**src/rtl/busca_pkg.sv**
```systemverilog
// Shared types and defaults for the instruction fetch unit.
// Optional single-step mode is enabled by defining BUSCA_STEP_EN.
package busca_pkg;

  localparam int         DATA_W_DEFAULT      = 8;
  localparam int         ADDR_W_DEFAULT      = 4;
  localparam logic [3:0] HALT_OPCODE_DEFAULT = 4'hF;

  typedef enum logic [2:0] {
    ST_IDLE      = 3'd0,
    ST_FETCH     = 3'd1,
    ST_ISSUE     = 3'd2,
    ST_HALT      = 3'd3
`ifdef BUSCA_STEP_EN
    ,ST_WAIT_STEP = 3'd4
`endif
  } state_t;

endpackage

```
**src/rtl/memoria_programa.sv**
```systemverilog
// Program store: synchronous write, asynchronous read, contents survive reset.
module memoria_programa #(
  parameter int DATA_W = 8,
  parameter int ADDR_W = 4
) (
  input  logic              clock,
  input  logic              we,
  input  logic [ADDR_W-1:0] waddr,
  input  logic [DATA_W-1:0] wdata,
  input  logic [ADDR_W-1:0] raddr,
  output logic [DATA_W-1:0] rdata
);

  logic [DATA_W-1:0] mem [2**ADDR_W];

  always_ff @(posedge clock) begin
    if (we) mem[waddr] <= wdata;
  end

  assign rdata = mem[raddr];

endmodule

```
**src/rtl/unidade_busca.sv**
```systemverilog
// Instruction fetch unit: loads a program, fetches/issues words with a ready
// handshake, follows branches and stops on the halt opcode. BUSCA_STEP_EN adds
// a step input that gates each new fetch on a rising edge of step.
//
//   state     | meaning
//   IDLE      | after reset; program may be loaded, start begins at address 0
//   FETCH     | one cycle, registers mem[pc] into instr_out
//   ISSUE     | instr_valid held until instr_ready accepts it
//   HALT      | halt opcode accepted; program may be reloaded, start restarts
//   WAIT_STEP | (BUSCA_STEP_EN only) waits for a step edge before next fetch
module unidade_busca
  import busca_pkg::*;
#(
  parameter int         DATA_W      = DATA_W_DEFAULT,
  parameter int         ADDR_W      = ADDR_W_DEFAULT,
  parameter logic [3:0] HALT_OPCODE = HALT_OPCODE_DEFAULT
) (
  input  logic              clock,
  input  logic              reset,
  input  logic              load_en,
  input  logic [ADDR_W-1:0] load_addr,
  input  logic [DATA_W-1:0] load_data,
  input  logic              start,
  input  logic              instr_ready,
  input  logic              jmp_en,
  input  logic [ADDR_W-1:0] jmp_addr,
`ifdef BUSCA_STEP_EN
  input  logic              step,
`endif
  output logic [DATA_W-1:0] instr_out,
  output logic [3:0]        opcode,
  output logic [3:0]        operando,
  output logic              instr_valid,
  output logic [ADDR_W-1:0] pc,
  output logic              halted
);

  state_t            state, state_n;
  logic [ADDR_W-1:0] pc_n;
  logic [DATA_W-1:0] instr_n;
  logic [DATA_W-1:0] mem_rdata;
  logic              valid_n;
  logic              halted_n;
  logic              mem_we;
  logic              go_next;

  memoria_programa #(
    .DATA_W (DATA_W),
    .ADDR_W (ADDR_W)
  ) u_mem (
    .clock (clock),
    .we    (mem_we),
    .waddr (load_addr),
    .wdata (load_data),
    .raddr (pc),
    .rdata (mem_rdata)
  );

`ifdef BUSCA_STEP_EN
  // A step edge seen while still fetching/issuing is remembered, so each
  // edge releases exactly one instruction.
  logic step_q;
  logic step_pend;
  logic step_rise;

  assign step_rise = step & ~step_q;

  always_ff @(posedge clock or posedge reset) begin
    if (reset) begin
      step_q    <= 1'b0;
      step_pend <= 1'b0;
    end else begin
      step_q <= step;
      if (state == ST_IDLE || state == ST_HALT)
        step_pend <= 1'b0;
      else if (state == ST_WAIT_STEP && (step_pend || step_rise))
        step_pend <= 1'b0;
      else if (step_rise)
        step_pend <= 1'b1;
    end
  end
`endif

  always_ff @(posedge clock or posedge reset) begin
    if (reset) begin
      state       <= ST_IDLE;
      pc          <= '0;
      instr_out   <= '0;
      instr_valid <= 1'b0;
      halted      <= 1'b0;
    end else begin
      state       <= state_n;
      pc          <= pc_n;
      instr_out   <= instr_n;
      instr_valid <= valid_n;
      halted      <= halted_n;
    end
  end

  always_comb begin
    state_n  = state;
    pc_n     = pc;
    instr_n  = instr_out;
    valid_n  = instr_valid;
    halted_n = halted;
    mem_we   = 1'b0;
    go_next  = 1'b0;

    case (state)
      ST_IDLE, ST_HALT: begin
        // A write always wins over start in the same cycle.
        if (load_en) begin
          mem_we = 1'b1;
        end else if (start) begin
          pc_n     = '0;
          halted_n = 1'b0;
          state_n  = ST_FETCH;
        end
      end

      ST_FETCH: begin
        instr_n = mem_rdata;
        valid_n = 1'b1;
        state_n = ST_ISSUE;
      end

      ST_ISSUE: begin
        if (instr_ready) begin
          valid_n = 1'b0;
          if (opcode == HALT_OPCODE) begin
            halted_n = 1'b1;
            state_n  = ST_HALT;
          end else begin
            go_next = 1'b1;
            pc_n    = jmp_en ? jmp_addr : pc + ADDR_W'(1);
          end
        end
      end

`ifdef BUSCA_STEP_EN
      ST_WAIT_STEP: begin
        if (step_pend || step_rise) state_n = ST_FETCH;
      end
`endif

      default: state_n = ST_IDLE;
    endcase

    if (go_next) begin
`ifdef BUSCA_STEP_EN
      state_n = ST_WAIT_STEP;
`else
      state_n = ST_FETCH;
`endif
    end
  end

  assign opcode   = instr_out[7:4];
  assign operando = instr_out[3:0];

endmodule
```
**config.mk**
```make
export PLATFORM = sky130hd
export DESIGN_NAME = unidade_busca
export DESIGN_NICKNAME = d
export VERILOG_FILES = /design/src/rtl/busca_pkg.sv /design/src/rtl/memoria_programa.sv /design/src/rtl/unidade_busca.sv
export SDC_FILE = /design/constraint.sdc
export NUM_CORES = 1
export LEC_CHECK = 0
export ABC_CLOCK_PERIOD_IN_PS = 3550
export CAP_MARGIN = 15
export CORE_MARGIN = 8
export CORE_UTILIZATION = 55
export DETAILED_ROUTE_END_ITERATION = 6
export DONT_BUFFER_PORTS = 1
export GPL_ROUTABILITY_DRIVEN = 0
export HOLD_SLACK_MARGIN = 0.06
export PLACE_DENSITY = 0.82
export SYNTH_ARGS = -nofsm -noshare
export SYNTH_HDL_FRONTEND = slang
export SYNTH_SLANG_ARGS = --single-unit
```
**constraint.sdc**
```tcl
create_clock -name clock -period 3.55 [get_ports clock]
set_input_delay 0.355 -clock clock [delete_from_list [all_inputs] [get_ports clock]]
set_output_delay 0.355 -clock clock [all_outputs]
set_load 0.02 [all_outputs]
```
======== After elaboration in Yosys (flattened, before gate mapping) ========
Memories as Yosys holds them, arrays and structs flattened. A register that Yosys moved wholly into a read port is not among the register bits.
Cells that the tools add are included.
operators by class
  $mul .................................... 0
  bitwise operators ....................... 0
  equal/unequal tests ..................... 13
  divide/modulo/power cells ............... 0
  shift operators ......................... 0
  reductions and logical operators ........ 8
  $add $sub $neg .......................... 1
  order comparisons ....................... 0
  muxes and demuxes ....................... 26
operators by type and width
  cell                 count
  $mux 4               5
  $mux 3               5
  $mux 1               12
  $ne 3x3->1 const B   4
  $ne 2x2->1 const B   5
  $reduce_and 5->1     2
  $pmux 3 s3           1
  $pmux 4 s2           1
  $eq 3x2->1 const B   2
  $add 4x1->4 const B  1
  $eq 4x4->1 const B   1
  $pmux 1 s2           2
  $reduce_and 4->1     1
  $reduce_bool 2->1    2
  $eq 3x1->1 const B   1
  $logic_not 3->1      1
  $reduce_and 2->1     1
  $reduce_or 2->1      1
word-level totals
  RAM bits ................................ 128
  bits in registers ....................... 9
  output and inout bits ................... 22
  ROM bits ................................ 0
  memories kept ........................... 1
  bits of input ports ..................... 22
  word-level logic and storage cells ...... 53
  bits in latches ......................... 0
memories
  name       words  bits a word  rd ports  clocked after memory_dff  write ports  RTL line                text
  u_mem.mem  16     8            1         1                         1            memoria_programa.sv:14  logic [DATA_W-1:0] mem [2**ADDR_W];

======== Longest topological paths before layout ========
  depth after elaboration ................. 6
  mapped depth ............................ 7
  gate-level depth less buffers ........... 6

======== Modules after synthesis ========
A second synthesis with hierarchy kept.
unflattened totals
  cell total of the unflattened synthesis .. 300
  area, all modules ....................... 5,861.9 um^2
by module, submodules not included
  module            sequential area each (um^2)  instances  area each (um^2)  cells an instance
  memoria_programa  3,843.7                      1          4,987.3           221
  unidade_busca     400.4                        1          874.6             79

======== Least setup slack after synthesis ========
OpenSTA, ideal clock, no wires.
  path type ............................... reg-to-reg
  from .................................... reg state[0]
  to ...................................... mem u_mem.mem[0][0], enable pin
  path buffers ............................ 0
  library setup time ...................... 0.383 ns
  period minus slack after synthesis ...... 2.218 ns
  data required time ...................... 3.167 ns
  arrival ................................. 1.835 ns
  stages on the path, launching flop included .. 6
  path slack .............................. 1.332 ns
  cells stage by stage .................... dfrtp_1 > inv_1 > ha_1 > nand2_1 > or3_1 > nor3_1
on the way
  word-level cells in the longest chain between the ends .. 5
ends and longest elaborated chain
  item                                           RTL line                text
  start: declaration                             unidade_busca.sv:38     state_t state, state_n;
  start signal: assignment                       unidade_busca.sv:92     state <= state_n;
  $eq 3x2->1 or $logic_not 3->1 (tied branches)  unidade_busca.sv:109    case (state)
  $reduce_or 2->1 *                              unidade_busca.sv:109
  $mux 1 *                                       unidade_busca.sv:109
  $mux 1 *                                       memoria_programa.sv:17  if (we) mem[waddr] <= wdata;
  $mux 1 (not written as such) *                 memoria_programa.sv:17
  end: declaration                               memoria_programa.sv:14
Mark *: on every way between the ends. The rest lies on a longest branch, timed or not.

======== Worst setup path in the final report ========
  from .................................... reg state[0]
  to ...................................... mem u_mem.mem[1][1], enable pin
The elaborated chain is that of the path after synthesis.

==> results_dict.tcl <==
set metrics [dict create \
    htreeDepth 4 \
    die_h_um 120.0 \
    hold_class "input port to register" \
    grt_usage_pct 18.75 \
    ys_top_cells_by_count "edfxtp_1, mux2i_1, nor2_1, dfrtp_1, nor3_1" \
    cp-start-kind "register" \
    synth-edff-count 128 \
    synthMuxAreaShare_pct 13.41 \
    seq_area_frac_synth_pct 71.41 \
    finalNetCount 384 \
    layout-drive-gt1-share_pct 12.67 \
    power_w 0.004658 \
    synthTopCellsByArea "edfxtp_1, mux2i_1, dfrtp_1" \
    ioPinCount 44 \
    wl_per_cell_um 25.01 \
    synth_warnings 0 \
    drt-total-wl_mm 12.80 \
    drc 0 \
    postSynthAreaPerCell_sq_um 17.28 \
    die-area_sq_um 14390 \
    gr-total-overflow 0 \
    crit_type "register to register" \
    synth-main-ff-cell "edfxtp_1" \
    routedLengthMet1_mm 5.556 \
    tns_ps 0 \
    synthArstFlopShare_pct 11.11 \
    first_global_vias 3303 \
    slew_viol_final 0 \
    place_worst_setup_slack_ps 1208 \
    drt_iter0_markers 404 \
    critPathCaptureType "register" \
    post-route-util_pct 62.39 \
    wl_met2_mm 5.932 \
    timing.final.crit_share_pct 66.40 \
    clkPwrFrac_pct 35.7 \
    numCtsBuffers 17 \
    worstPathArrival_ps 2500 \
    clock_path_buffers 2 \
    p_switching_w 0.001357 \
    synth_simple_gate_area_share_pct 5.137 \
    cp_max_fo 8 \
    p_comb_share_pct 16.4 \
    num_vias 3264 \
    max-cap-violations 0 \
    p_leak_nw 2.175 \
    hold_viol 0 \
    power_frac_seq_pct 47.9 \
    grt_pass1_wl_mm 19.99 \
    path_clk_slew_ps 60 \
    viasPerCell 6.375 \
    final_antenna_net_count 0 \
    rsz0062_at_grt "false" \
    synth-adder-area-share_pct 0.8421 \
    met3WireLength_mm 1.148 \
    syn2layout_area_growth_pct 12.29 \
    top_layer "met4" \
    die_w_um 120.0 \
    p_int_w 0.003301 \
    sw_frac_of_total_pct 29.13 \
    period_needed_ps 2357 \
    synth_top_family_by_area "multiplexers" \
    finalHoldWorstSlack_ps 74.13 \
    synth_area_sq_um 5943 \
    synth.top_cell.area_share_pct 64.67 \
    synthXorXnorAreaFrac_pct 0 \
    clockRootBuffer "clkbuf_8" \
    clkSinkCount 144 \
    outcome "complete, no violations" \
    ys_types 37 \
    dp.final_hpwl_mm 7.864 \
    synth_compound_area_share_pct 5.305 \
    antenna_found_initial 1 \
    start_util_pct 55.56 \
    setup_slack_ps 1193 \
    insertion_delay_ps 510 \
    vdd_drop_max_mv 0.3486 \
    rows 38 \
    slew_headroom_pct 44.16 \
    yosys_register_bits 144 \
    finalSetupViolations 0 \
    power.density_nw_per_um2 697.9 \
    worst_pin_slew_ps 837.6 \
    cts_tree "built" \
    fin_skew_ps 4.728 \
    first_pass_iters 5 \
    io_buffers 0 \
    core-area_sq_um 10700 \
    grt_start_max_net_pins 54 \
    required_ps 3690 \
    syn_nets 370 \
    synth_most_common_cell "edfxtp_1" \
    syn_inst 344 \
    yosysTopAreaCell "edfxtp_1" \
    fmax_ghz 0.4242 \
]
cell type report:
cell class / instances / area (sq um)
timing repair buffer: 20 / 192.7
antenna: 1 / 2.502
clock inverter: 4 / 20.02
tap: 140 / 175.2
inverter: 6 / 22.52
fill: 707 / 4024
sequential: 144 / 4245
multi-input combinational: 169 / 1468
clock buffer: 28 / 548.0
worst max-delay path, stage by stage, from the launching register on:
cell	delay (ps)
dfrtp_1	410
inv_1	60
ha_1	440
nand2_1	130
or3_1	380
nor2_1	560
sequential cells by signal, summed over array words and instances (netlist names):
register	count
u_mem.mem	128
instr_out	8
pc	4
state	2
halted	1
instr_valid	1
cells in the final DEF, fill, tap and decap left out, types with 3 or more instances in the layout:
cell type / count
a21oi_1: 8
a31oi_1: 6
buf_4: 7
clkbuf_1: 4
clkbuf_16: 18
clkbuf_8: 6
clkinv_2: 4
dfrtp_1: 15
dlygate4sd3_1: 12
edfxtp_1: 128
ha_1: 4
inv_1: 6
mux2i_1: 41
mux4_1: 7
mux4_2: 9
nand2_1: 6
nand2b_1: 5
nor2_1: 21
nor2b_1: 3
nor3_1: 13
o211ai_1: 4
o21ai_0: 6
o22ai_1: 9
o32ai_1: 8
timing repair:
item | CTS | global route
hold buffers | 12 | 0
endpoints found under the setup margin | 0 | 0
hold endpoints to repair | 148 | 0
setup buffers | 0 | 0
gates resized for setup | 0 | 0
cells by family (layout without fill, tap and decap cells):
group | Yosys count | count (layout)
AO/OA/AOI/OAI | 47 | 47
adder cells (fa/ha/maj) | 4 | 4
buffers and inverters | 31 | 58
flip-flops | 144 | 144
multiplexers | 57 | 57
other | 0 | 1
AND/OR/NAND/NOR | 61 | 61
worst paths after layout:
check | slack [ps] | from | endpoint | cells after the start
max | 1190 | state[0]$_DFFE_PP0P_ | u_mem.mem[1][1]$_DFFE_PP_ | 5
min | 70 | jmp_addr[1] | pc[1]$_DFFE_PP0P_ | 2
max reg2reg | 1190 | state[0]$_DFFE_PP0P_ | u_mem.mem[1][1]$_DFFE_PP_ | 5
min reg2reg | 600 | state[1]$_DFFE_PP0P_ | state[1]$_DFFE_PP0P_ | 2
max in group asynchronous | 2760 | reset | pc[0]$_DFFE_PP0P_ | 2
min in group asynchronous | 360 | reset | pc[3]$_DFFE_PP0P_ | 2
power groups by stage:
stage | combinational, W | clock (W) | sequential [W]
4_1_cts | 0.000757 | 0.00168 | 0.00223
5_1_grt | 0.000834 | 0.00174 | 0.00225
2_1_floorplan | 0.000723 | 0 | 0.00213
3_3_place_gp | 0.000681 | 0 | 0.00226
6_report | 0.000763 | 0.00166 | 0.00223
3_5_place_dp | 0.000709 | 0 | 0.00226
through the flow:
stage	cells	instance area (sq um)
final	512	6674
after global routing	512	6674
after CTS	511	6671
after detailed placement	467	5983
after global placement	467	5983
after floorplan	344	5943
layer usage:
layer | vias to the layer above | track usage, %
met1 | 1658 | 25.96
met4 | 0 | 6.167
met2 | 191 | 27.94
met3 | 15 | 5.589
met5 | - | 0
li1 | 1400 | -
Note: power is estimated with default switching activity, not from simulation.
